`src/rtl/frame_buffer.sv`:
```
// Circular frame buffer fed by the frame checker: words are written tentatively and
// become visible to the reader only when their frame completes with no error or sequence gap.
module frame_buffer #(
  parameter int DEPTH     = 16,
  parameter int FRAME_LEN = 4,
  localparam int AW = $clog2(DEPTH),
  localparam int PW = AW + 1
) (
  input  logic          clk_i,
  input  logic          reset_i,
  input  logic          in_valid_i,
  input  logic [15:0]   in_data_i,
  input  logic [3:0]    in_seq_i,
  input  logic          in_error_i,
  input  logic          rd_en_i,
  output logic [15:0]   out_data_o,
  output logic          out_valid_o,
  output logic [PW-1:0] count_o,
  output logic          empty_o,
  output logic          full_o,
  output logic [7:0]    drop_cnt_o,
  output logic          overflow_o
);

  typedef enum logic [1:0] {IDLE, COLLECT, DISCARD} state_e;

  localparam logic [PW-1:0] DEPTH_W  = PW'(DEPTH);
  localparam logic [3:0]    LAST_SEQ = 4'(FRAME_LEN - 1);

  logic [15:0]   mem_q [DEPTH];
  state_e        state_q, state_d;
  logic [PW-1:0] rd_ptr_q, rd_ptr_d;
  logic [PW-1:0] commit_ptr_q, commit_ptr_d;
  logic [PW-1:0] wr_ptr_q, wr_ptr_d;
  logic [3:0]    exp_seq_q, exp_seq_d;
  logic [7:0]    drop_cnt_q, drop_cnt_d;
  logic          overflow_q, overflow_d;
  logic          out_valid_q, out_valid_d;
  logic [15:0]   out_data_q, out_data_d;

  logic [PW-1:0] used;
  logic [PW-1:0] avail;
  logic          has_space;
  logic          start_ok;
  logic          wr_en;
  logic          drop_frame;
  logic          rd_fire;

  // used counts committed plus tentative words, so space is checked against the whole
  // unread region, using the read pointer from before this cycle's read.
  assign used      = wr_ptr_q - rd_ptr_q;
  assign avail     = commit_ptr_q - rd_ptr_q;
  assign has_space = (used != DEPTH_W);
  assign start_ok  = in_valid_i && !in_error_i && (in_seq_i == 4'd0);
  assign rd_fire   = rd_en_i && (avail != '0);

  always_comb begin
    state_d      = state_q;
    wr_ptr_d     = wr_ptr_q;
    commit_ptr_d = commit_ptr_q;
    exp_seq_d    = exp_seq_q;
    overflow_d   = 1'b0;
    drop_frame   = 1'b0;
    wr_en        = 1'b0;
    case (state_q)
      IDLE, DISCARD: begin
        if (start_ok) begin
          if (has_space) begin
            wr_en     = 1'b1;
            wr_ptr_d  = wr_ptr_q + 1'b1;
            exp_seq_d = 4'd1;
            state_d   = COLLECT;
          end else begin
            overflow_d = 1'b1;
            drop_frame = 1'b1;
            state_d    = DISCARD;
          end
        end
      end
      COLLECT: begin
        if (in_valid_i) begin
          if (in_error_i || (in_seq_i != exp_seq_q)) begin
            wr_ptr_d   = commit_ptr_q;
            drop_frame = 1'b1;
            state_d    = DISCARD;
          end else if (!has_space) begin
            wr_ptr_d   = commit_ptr_q;
            overflow_d = 1'b1;
            drop_frame = 1'b1;
            state_d    = DISCARD;
          end else begin
            wr_en     = 1'b1;
            wr_ptr_d  = wr_ptr_q + 1'b1;
            exp_seq_d = exp_seq_q + 4'd1;
            if (in_seq_i == LAST_SEQ) begin
              commit_ptr_d = wr_ptr_q + 1'b1;
              state_d      = IDLE;
            end
          end
        end
      end
      default: state_d = IDLE;
    endcase
  end

  // Reads only ever see committed words, so they never collide with the write address.
  always_comb begin
    rd_ptr_d    = rd_ptr_q + PW'(rd_fire);
    out_valid_d = rd_fire;
    out_data_d  = rd_fire ? mem_q[rd_ptr_q[AW-1:0]] : out_data_q;
    drop_cnt_d  = (drop_frame && (drop_cnt_q != 8'hFF)) ? drop_cnt_q + 8'd1 : drop_cnt_q;
  end

  always_ff @(posedge clk_i or posedge reset_i) begin
    if (reset_i) begin
      state_q      <= IDLE;
      rd_ptr_q     <= '0;
      commit_ptr_q <= '0;
      wr_ptr_q     <= '0;
      exp_seq_q    <= '0;
      drop_cnt_q   <= '0;
      overflow_q   <= 1'b0;
      out_valid_q  <= 1'b0;
      out_data_q   <= '0;
    end else begin
      state_q      <= state_d;
      rd_ptr_q     <= rd_ptr_d;
      commit_ptr_q <= commit_ptr_d;
      wr_ptr_q     <= wr_ptr_d;
      exp_seq_q    <= exp_seq_d;
      drop_cnt_q   <= drop_cnt_d;
      overflow_q   <= overflow_d;
      out_valid_q  <= out_valid_d;
      out_data_q   <= out_data_d;
    end
  end

  always_ff @(posedge clk_i) begin
    if (wr_en) begin
      mem_q[wr_ptr_q[AW-1:0]] <= in_data_i;
    end
  end

  assign out_data_o  = out_data_q;
  assign out_valid_o = out_valid_q;
  assign count_o     = avail;
  assign empty_o     = (avail == '0);
  assign full_o      = (used == DEPTH_W);
  assign drop_cnt_o  = drop_cnt_q;
  assign overflow_o  = overflow_q;

endmodule

```
`config.mk`:
```
export PLATFORM = sky130hd
export DESIGN_NAME = frame_buffer
export DESIGN_NICKNAME = d
export VERILOG_FILES = /design/src/rtl/frame_buffer.sv
export SDC_FILE = /design/constraint.sdc
export NUM_CORES = 1
export LEC_CHECK = 0
export ABC_AREA = 1
export ABC_CLOCK_PERIOD_IN_PS = 3600
export CORE_MARGIN = 10
export CORE_UTILIZATION = 45
export CTS_CLUSTER_DIAMETER = 120
export DETAILED_ROUTE_END_ITERATION = 16
export GPL_TIMING_DRIVEN = 0
export PLACE_DENSITY = 0.61
export SLEW_MARGIN = 30
export SYNTH_ARGS = -nofsm -noshare
export SYNTH_HDL_FRONTEND = slang
export SYNTH_SLANG_ARGS = --single-unit
```
`constraint.sdc`:
```
create_clock -name clk_i -period 3.6 [get_ports clk_i]
set_input_delay 0.72 -clock clk_i [delete_from_list [all_inputs] [get_ports clk_i]]
set_output_delay 0.72 -clock clk_i [all_outputs]
set_load 0.01 [all_outputs]
```
==> results.cfg, run 1 <==
[run_status]
status = finished, final reports clean

[final_layout]
fin_cells = 1593
insertedDiodeCount = 0
nets = 1232
syn2layout_area_growth_pct = 19.0
final_core_util_pct = 54.1
drive_gt1_share_pct = 10.1

[global_route]
grt_overflow = 0
antenna_found_initial = 0
grt_max_degree = 46
grt_usage_pct = 18.3
grt_pass1_vias = 8462
grt_pass1_wl_um = 50200

[critical_path]
cp-end-kind = output pin
r2r_cells = 13
slowest_delay_ns = 0.59
worst-path-buf-inv = 3
crit_type = reg -> out
critPathRequiredTime_ns = 2.88
r2r_setup_slack_ns = 0.32
r2r_end = rd_ptr_q[4]
crit_path_cell_trace = clkinvlp_4 > clkbuf_8 > fa_1 > nand3_1 > nand2_1 > xor2_2 > clkdlybuf4s50_1
slowest_stage = clkdlybuf4s50_1
r2r_start = rd_ptr_q[1]
critPathArrivalTime_ns = 2.75
crit_path_max_fanout = 12
startpoint_type = register
crit_family = buffers and inverters

[place]
placed_cells = 1531
post-place-ws_ns = -0.350
dp_hpwl_um = 22000
place_congestion = 0.847
port_buffers = 57

[cts]
cts_tree = done
cts_buffers = 31
clk_latency_ns = 0.56
clockBufferDepth = 3
clockRootBuffer = clkbuf_16
cts_hold_buf = 0
path_clk_slew_ns = 0.06
h-tree-depth = 1
clock_sinks = 303

[routing]
num_vias = 8482
drt-vias-per-instance = 5.32
drt_iter0_drc = 781
first_pass_iters = 5
postRouteAntennaNets = 0
drcViolationCount = 0
wl_um = 32600
post_drt_wl_per_cell_um = 20.5

[sta]
fmax_mhz = 288
clock_skew_ns = 0.0214
post-route-min-period_ns = 3.47
setup_violations = 0
hold_ws_ns = 0.391
finalCritPeriodShare_pct = 96.3
worstMarginPinSlew_ns = 0.746
hold_violations = 0
final.setup.tns_ns = 0
slew_violations = 0
fin_ws_ns = 0.134
relSlewSlack_pct = 50.1
rsz0062_at_grt = no

[floorplan]
dieArea_um2 = 35100
coreArea_um2 = 27700
die_y_um = 187
initial_core_util_pct = 45.5
io_pins = 58
rows = 61
die_w_um = 187

[yosys]
syn_area_um2 = 12600
synth_cell_types = 35
syn_inst = 1087
synth_area_per_cell_um2 = 11.6
ys_ff_latch = 303
yosysSeqAreaShare_pct = 70.3
yosys_warnings = 0
synth_nets = 1129

[power]
peakVddDrop_v = 0.000400
p_per_area_nw_per_um2 = 770
leakage_nw = 5.38

[run]
drv_cap = 0

[hold_path]
min_path_type = in -> async
[cell families (layout without fill, tap and decap cells)]
logic type / count (synthesis) / after routing / synth area share, %
buffers and inverters: 104 / 232 / 3.42
DFF: 303 / 303 / 70.3
xor gates and xnor gates: 13 / 13 / 0.903
and+or+nand+nor: 425 / 425 / 13.5
AOI/OAI and AO/OA: 225 / 225 / 10.1
adders and majority gates: 17 / 17 / 1.75
[synth_stat cells, drive strengths merged]
cell type / instances / share of area (%)
nor3: 2 / 0.079
nand4: 1 / 0.050
edfxtp: 256 / 61
inv: 49 / 1.5
xor2: 10 / 0.69
o21ai: 156 / 6.3
o211ai: 26 / 1.5
o221ai: 6 / 0.42
dfrtp: 47 / 9.3
ha: 16 / 1.6
nor2: 189 / 5.7
nand3: 56 / 2.3
clkinv: 2 / 0.060
or2: 2 / 0.099
o22ai: 32 / 1.6
nor4: 1 / 0.050
xnor2: 3 / 0.21
clkbuf: 33 / 0.98
a21oi: 5 / 0.20
nand2: 174 / 5.3
buf: 20 / 0.90
fa: 1 / 0.16
[report_power, final]
part / switching [mW] / leakage, nW / internal (mW) / total [mW]
logic: 2.73 / 1.96 / 1.38 / 4.11
clock network: 1.29 / 0.526 / 1.97 / 3.26
registers: 0.181 / 2.90 / 4.01 / 4.19
total: 4.20 / 5.38 / 7.36 / 11.6
[layer usage]
metal  GRT usage, %  routed length (µm)
met1           24.9               14200
met2           29.7               15400
met3           3.08                2360
met4           5.23                 664
met5              0                   0
[timing repair]
action / 4_1_cts / 5_1_grt
endpoints found under the hold margin: 0 / 0
setup buffers: 5 / 1
setup endpoints to repair: 216 / 18
pin swaps: 1 / 0
cloned: 0 / 0
resized for setup: 10 / 5
[through the flow]
stage | total power, mW | cell area, µm²
final | 11.6 | 15000
after global routing | 12.2 | 15000
after CTS | 11.6 | 15000
after detailed placement | 8.23 | 13900
after global placement | 8.17 | 13600
after floorplan | 6.61 | 12600
[cell usage in the layout, fill, tap and decap left out, types with 5 or more instances in the layout]
master	instances
clkdlybuf4s50_1	56
o22ai_1	32
o221ai_1	6
edfxtp_1	256
dfrtp_1	45
clkbuf_8	13
nor2_4	9
ha_1	16
clkbuf_16	31
nor2_1	170
buf_4	9
nand2_1	169
nand3_1	54
nor2_2	10
clkbuf_1	38
a21oi_1	5
inv_1	43
buf_2	13
buf_6	7
o211ai_1	26
xor2_1	9
o21ai_0	150
nand2_2	5
[how the worst max path moves through the flow]
| stage | depth (start not counted) | startpoint | end |
|---|---|---|---|
| 2_1_floorplan | 14 | rd_ptr_q[1] | mem_q[11][0] |
| 6_report | 7 | rd_ptr_q[1] | count_o[4] |
| 3_3_place_gp | 14 | rd_ptr_q[1] | mem_q[13][13] |
| 4_1_cts | 8 | rd_ptr_q[0] | empty_o |
| 3_5_place_dp | 13 | rd_ptr_q[1] | rd_ptr_q[4] |
| 5_1_grt | 7 | rd_ptr_q[1] | count_o[4] |
[flip-flops by register name (all words and copies together), names as in the netlist]
register      flops
out_valid_o       1
mem_q           256
wr_ptr_q          5
overflow_o        1
drop_cnt_o        8
rd_ptr_q          5
out_data_o       16
exp_seq_q         4
commit_ptr_q      5
state_q           2
[final cells by class]
type / count / area [µm²]
fillers: 2305 / 12700
flip-flops and latches: 303 / 8870
multi-input cells: 680 / 3400
clock buffers: 51 / 971
repair buffers: 72 / 747
well taps: 378 / 473
plain buffers: 51 / 244
inverters: 51 / 206
clock inverters: 7 / 88.8
No activity file was read; power rests on OpenSTA's default activity.
==> run 2, diff against run 1 <==
--- a/config.mk
+++ b/config.mk
@@ -7,7 +7,6 @@
 export LEC_CHECK = 0
 export ABC_AREA = 1
 export ABC_CLOCK_PERIOD_IN_PS = 3600
-export CORE_MARGIN = 10
 export CORE_UTILIZATION = 45
 export CTS_CLUSTER_DIAMETER = 120
 export DETAILED_ROUTE_END_ITERATION = 16
==> results.cfg, run 2 (synthesized netlist as in run 1, its figures left out) <==
[run_status]
status = finished, final reports clean

[place]
port_buffers = 57
dp_hpwl_um = 21700
post-place-ws_ns = -0.333
placed_cells = 1526
place_area_um2 = 13900
place_congestion = 0.823

[critical_path]
slowest_stage = clkdlybuf4s50_1
crit_path_cell_trace = clkinvlp_4 > clkbuf_8 > fa_1 > nand3_1 > nand2_1 > xor2_2 > clkdlybuf4s50_1
cp-end-kind = output pin
crit_path_max_fanout = 12
crit_type = reg -> out
crit_family = buffers and inverters
r2r_start = rd_ptr_q[1]
r2r_setup_slack_ns = 0.27
slowest_delay_ns = 0.56
r2r_end = rd_ptr_q[4]
critPathArrivalTime_ns = 2.70
critPathRequiredTime_ns = 2.88
worst-path-buf-inv = 3
r2r_cells = 14
startpoint_type = register

[cts]
h-tree-depth = 1
clk_latency_ns = 0.58
cts_hold_buf = 0
cts_tree = done
cts_buffers = 31
clock_sinks = 303
clockBufferDepth = 3
clockRootBuffer = clkbuf_16
path_clk_slew_ns = 0.06

[power]
finalPower_mw = 11.7
peakVddDrop_v = 0.000388
leakage_nw = 5.39
p_comb_share_pct = 34.8
p_seq_share_pct = 35.7
intPower_mw = 7.45
p_clk_share_pct = 29.5
p_per_area_nw_per_um2 = 779
p_sw_share_pct = 36.4
p_switching_mw = 4.27

[floorplan]
die_y_um = 169
coreArea_um2 = 27300
die_w_um = 169
io_pins = 58
dieArea_um2 = 28700
rows = 60
initial_core_util_pct = 46.3

[sta]
setup_violations = 0
rsz0062_at_grt = no
hold_violations = 0
relSlewSlack_pct = 49.6
post-route-min-period_ns = 3.42
worstMarginPinSlew_ns = 0.753
fmax_mhz = 292
clock_skew_ns = 0.0198
slew_violations = 0
fin_ws_ns = 0.177
finalCritPeriodShare_pct = 95.1

[final_layout]
mostFrequentLayoutCells = edfxtp_1, nor2_1, nand2_1
syn2layout_area_growth_pct = 19.4
final_common_cell = edfxtp_1
largest_reg_flops = 256
insertedDiodeCount = 0
fin_area_um2 = 15000
drive_gt1_share_pct = 10.3
fillerInstances = 2242
nets = 1231
fin_cells = 1586
final_core_util_pct = 55.2

[global_route]
grt_pass1_vias = 8285
grt_pass1_wl_um = 49400
grt_usage_pct = 23.1
grt_max_degree = 42
antenna_found_initial = 0
grt_overflow = 0

[routing]
post_drt_wl_per_cell_um = 20.3
drt-vias-per-instance = 5.38
first_pass_iters = 5
wl_um = 32200
drcViolationCount = 0
num_vias = 8540
drt_iter0_drc = 753
postRouteAntennaNets = 0

[hold_path]
min_path_type = in -> async

[run]
drv_cap = 0
## run 2: repair_timing
action                     4_1_cts  5_1_grt
gates resized for setup          9        6
setup endpoints to repair      194       37
pin swaps                        1        0
setup buffers                    3        1
## run 2: worst max path at each step
stage / slack [ns] / end / from / depth (start not counted)
floorplan: 0.49 / mem_q[11][0] / rd_ptr_q[1] / 14
global placement: -1.05 / mem_q[12][14] / rd_ptr_q[1] / 14
detailed placement: -0.33 / rd_ptr_q[4] / rd_ptr_q[1] / 13
CTS: 0.01 / full_o / rd_ptr_q[3] / 8
global route: 0.07 / count_o[4] / rd_ptr_q[1] / 7
finish: 0.18 / count_o[4] / rd_ptr_q[1] / 7
## run 2: layer usage
layer  up-vias  share of wire (%)  wire length (µm)  GRT usage (%)
met1      4173                 44             14300           32.8
met3        51                6.5              2080           3.06
li1       4037                  -                 -              -
met2       279                 47             15200           37.5
met5         -                  0                 0              0
met4         0                2.2               709           6.23
## run 2: cell type report
cell class / count / area, µm² / share of cell area, %
flip-flops and latches: 303 / 8860 / 58.9
multi-input cells: 680 / 3400 / 22.6
clock buffers: 35 / 821 / 5.45
repair buffers: 71 / 756 / 5.02
well taps: 372 / 465 / 3.09
clock inverters: 23 / 292 / 1.94
plain buffers: 51 / 244 / 1.62
inverters: 51 / 203 / 1.35
## run 2: power groups by stage
stage	Clock (mW)	Sequential (mW)	Combinational, mW
after floorplan	0	4.25	2.36
final	3.46	4.18	4.08
after global placement	0	4.25	3.94
after CTS	3.49	4.18	4.06
after detailed placement	0	4.25	3.99
after global routing	3.63	4.20	4.51
## run 2: worst register-to-register path, cell delays in order, from the launching register on
cell and delay [ns]:
dfrtp_1 0.41, clkinvlp_4 0.15, clkbuf_8 0.21, fa_1 0.46, nand3_1 0.10, nand2_1 0.08
xor2_2 0.15, buf_4 0.16, o21ai_4 0.45, inv_4 0.14, buf_6 0.19, ha_1 0.20
ha_1 0.21, nand2_1 0.13, xor2_1 0.18
## run 2: per-stage QoR
stage	TNS (ns)	hold slack, ns
finish	0	0.397
global route	0	0.384
CTS	0	0.379
detailed placement	-23.66	0.465
global placement	-201.41	0.466
floorplan	0	0.453
==> run 3, diff against run 2 <==
--- a/config.mk
+++ b/config.mk
@@ -16,3 +16,4 @@
 export SYNTH_ARGS = -nofsm -noshare
 export SYNTH_HDL_FRONTEND = slang
 export SYNTH_SLANG_ARGS = --single-unit
+export TNS_END_PERCENT = 50
==> results.cfg, run 3 (synthesized netlist as in run 1, its figures left out) <==
[floorplan]
dieArea_um2 = 28700
die_y_um = 169
die_w_um = 169
io_pins = 58
initial_core_util_pct = 46.3
rows = 60
coreArea_um2 = 27300

[critical_path]
crit_path_max_fanout = 12
worst-path-buf-inv = 3
slowest_delay_ns = 0.56
crit_path_start = rd_ptr_q[1]
r2r_end = rd_ptr_q[4]
r2r_setup_slack_ns = 0.27
startpoint_type = register
r2r_start = rd_ptr_q[1]
slowest_stage = clkdlybuf4s50_1
crit_type = reg -> out
r2r_cells = 14
crit_path_cell_trace = clkinvlp_4 > clkbuf_8 > fa_1 > nand3_1 > nand2_1 > xor2_2 > clkdlybuf4s50_1
cp-end-kind = output pin
critPathRequiredTime_ns = 2.88
critPathArrivalTime_ns = 2.70
crit_family = buffers and inverters

[cts]
cts_hold_buf = 0
clockBufferDepth = 3
path_clk_slew_ns = 0.06
clockRootBuffer = clkbuf_16
h-tree-depth = 1
cts_tree = done
cts_buffers = 31
clk_latency_ns = 0.58
clock_sinks = 303

[routing]
drt-vias-per-instance = 5.40
drcViolationCount = 0
num_vias = 8566
first_pass_iters = 5
drt_iter0_drc = 755
wl_um = 32200
postRouteAntennaNets = 0
post_drt_wl_per_cell_um = 20.3

[global_route]
grt_usage_pct = 23.1
grt_overflow = 0
grt_pass1_wl_um = 49400
grt_max_degree = 42
grt_pass1_vias = 8285
antenna_found_initial = 0

[run]
drv_cap = 0

[final_layout]
syn2layout_area_growth_pct = 19.3
insertedDiodeCount = 0
final_core_util_pct = 55.2
final_common_cell = edfxtp_1
largest_reg_flops = 256
mostFrequentLayoutCells = edfxtp_1, nor2_1, nand2_1
drive_gt1_share_pct = 10.3
nets = 1231
fillerInstances = 2242

[sta]
rsz0062_at_grt = no
slew_violations = 0
worstMarginPinSlew_ns = 0.850
relSlewSlack_pct = 43.2
setup_violations = 0
hold_violations = 0
post-route-min-period_ns = 3.42
hold_ws_ns = 0.397
finalCritPeriodShare_pct = 95.1
fmax_mhz = 292
clock_skew_ns = 0.0214

[place]
place_congestion = 0.823
dp_hpwl_um = 21700
port_buffers = 57

[power]
leakage_nw = 5.39
peakVddDrop_v = 0.000388
p_per_area_nw_per_um2 = 779
finalPower_mw = 11.7

[run_status]
status = finished, final reports clean

[hold_path]
min_path_type = in -> async
## run 3: power breakdown
group	internal, mW	switching (mW)	total (mW)
clock	2.08	1.38	3.46
sequential	4.01	0.176	4.18
combinational	1.37	2.71	4.08
## run 3: repair_timing
item                                    CTS  global route
endpoints found under the setup margin  194            37
pin swaps                                 1             0
setup buffers                             3             1
resized for setup                         9             5
## run 3: per-stage QoR
step                instance area (µm²)  setup slack, ns  std cells  setup TNS (ns)
floorplan                         12600            0.490       1087               0
global placement                  13600            -1.05       1516         -201.41
detailed placement                13900           -0.333       1526          -23.66
CTS                               15000           0.0117       1585               0
global route                      15000           0.0665       1586               0
finish                            15000            0.176       1586               0
## run 3: final cells by class
type	count	area, µm²	area share, %
flip-flops and latches	303	8860	58.9
multi-input cells	680	3400	22.6
clock buffers	35	821	5.46
repair buffers	71	756	5.02
well taps	372	465	3.09
clock inverters	23	292	1.94
plain buffers	51	244	1.62
inverters	51	203	1.35
## run 3: routing by layer
layer	track usage (%)	wire length [µm]	vias up
li1	-	-	4038
met1	32.8	14300	4192
met2	37.5	15200	285
met3	3.06	2020	51
met4	6.23	709	0
met5	0	0	-
## run 3: how the worst max path moves through the flow
stage,to,slack [ns],depth (start not counted)
final,count_o[4],0.18,7
after CTS,full_o,0.01,8
after global routing,count_o[4],0.07,7
after global placement,mem_q[12][14],-1.05,14
after floorplan,mem_q[11][0],0.49,14
after detailed placement,rd_ptr_q[4],-0.33,13
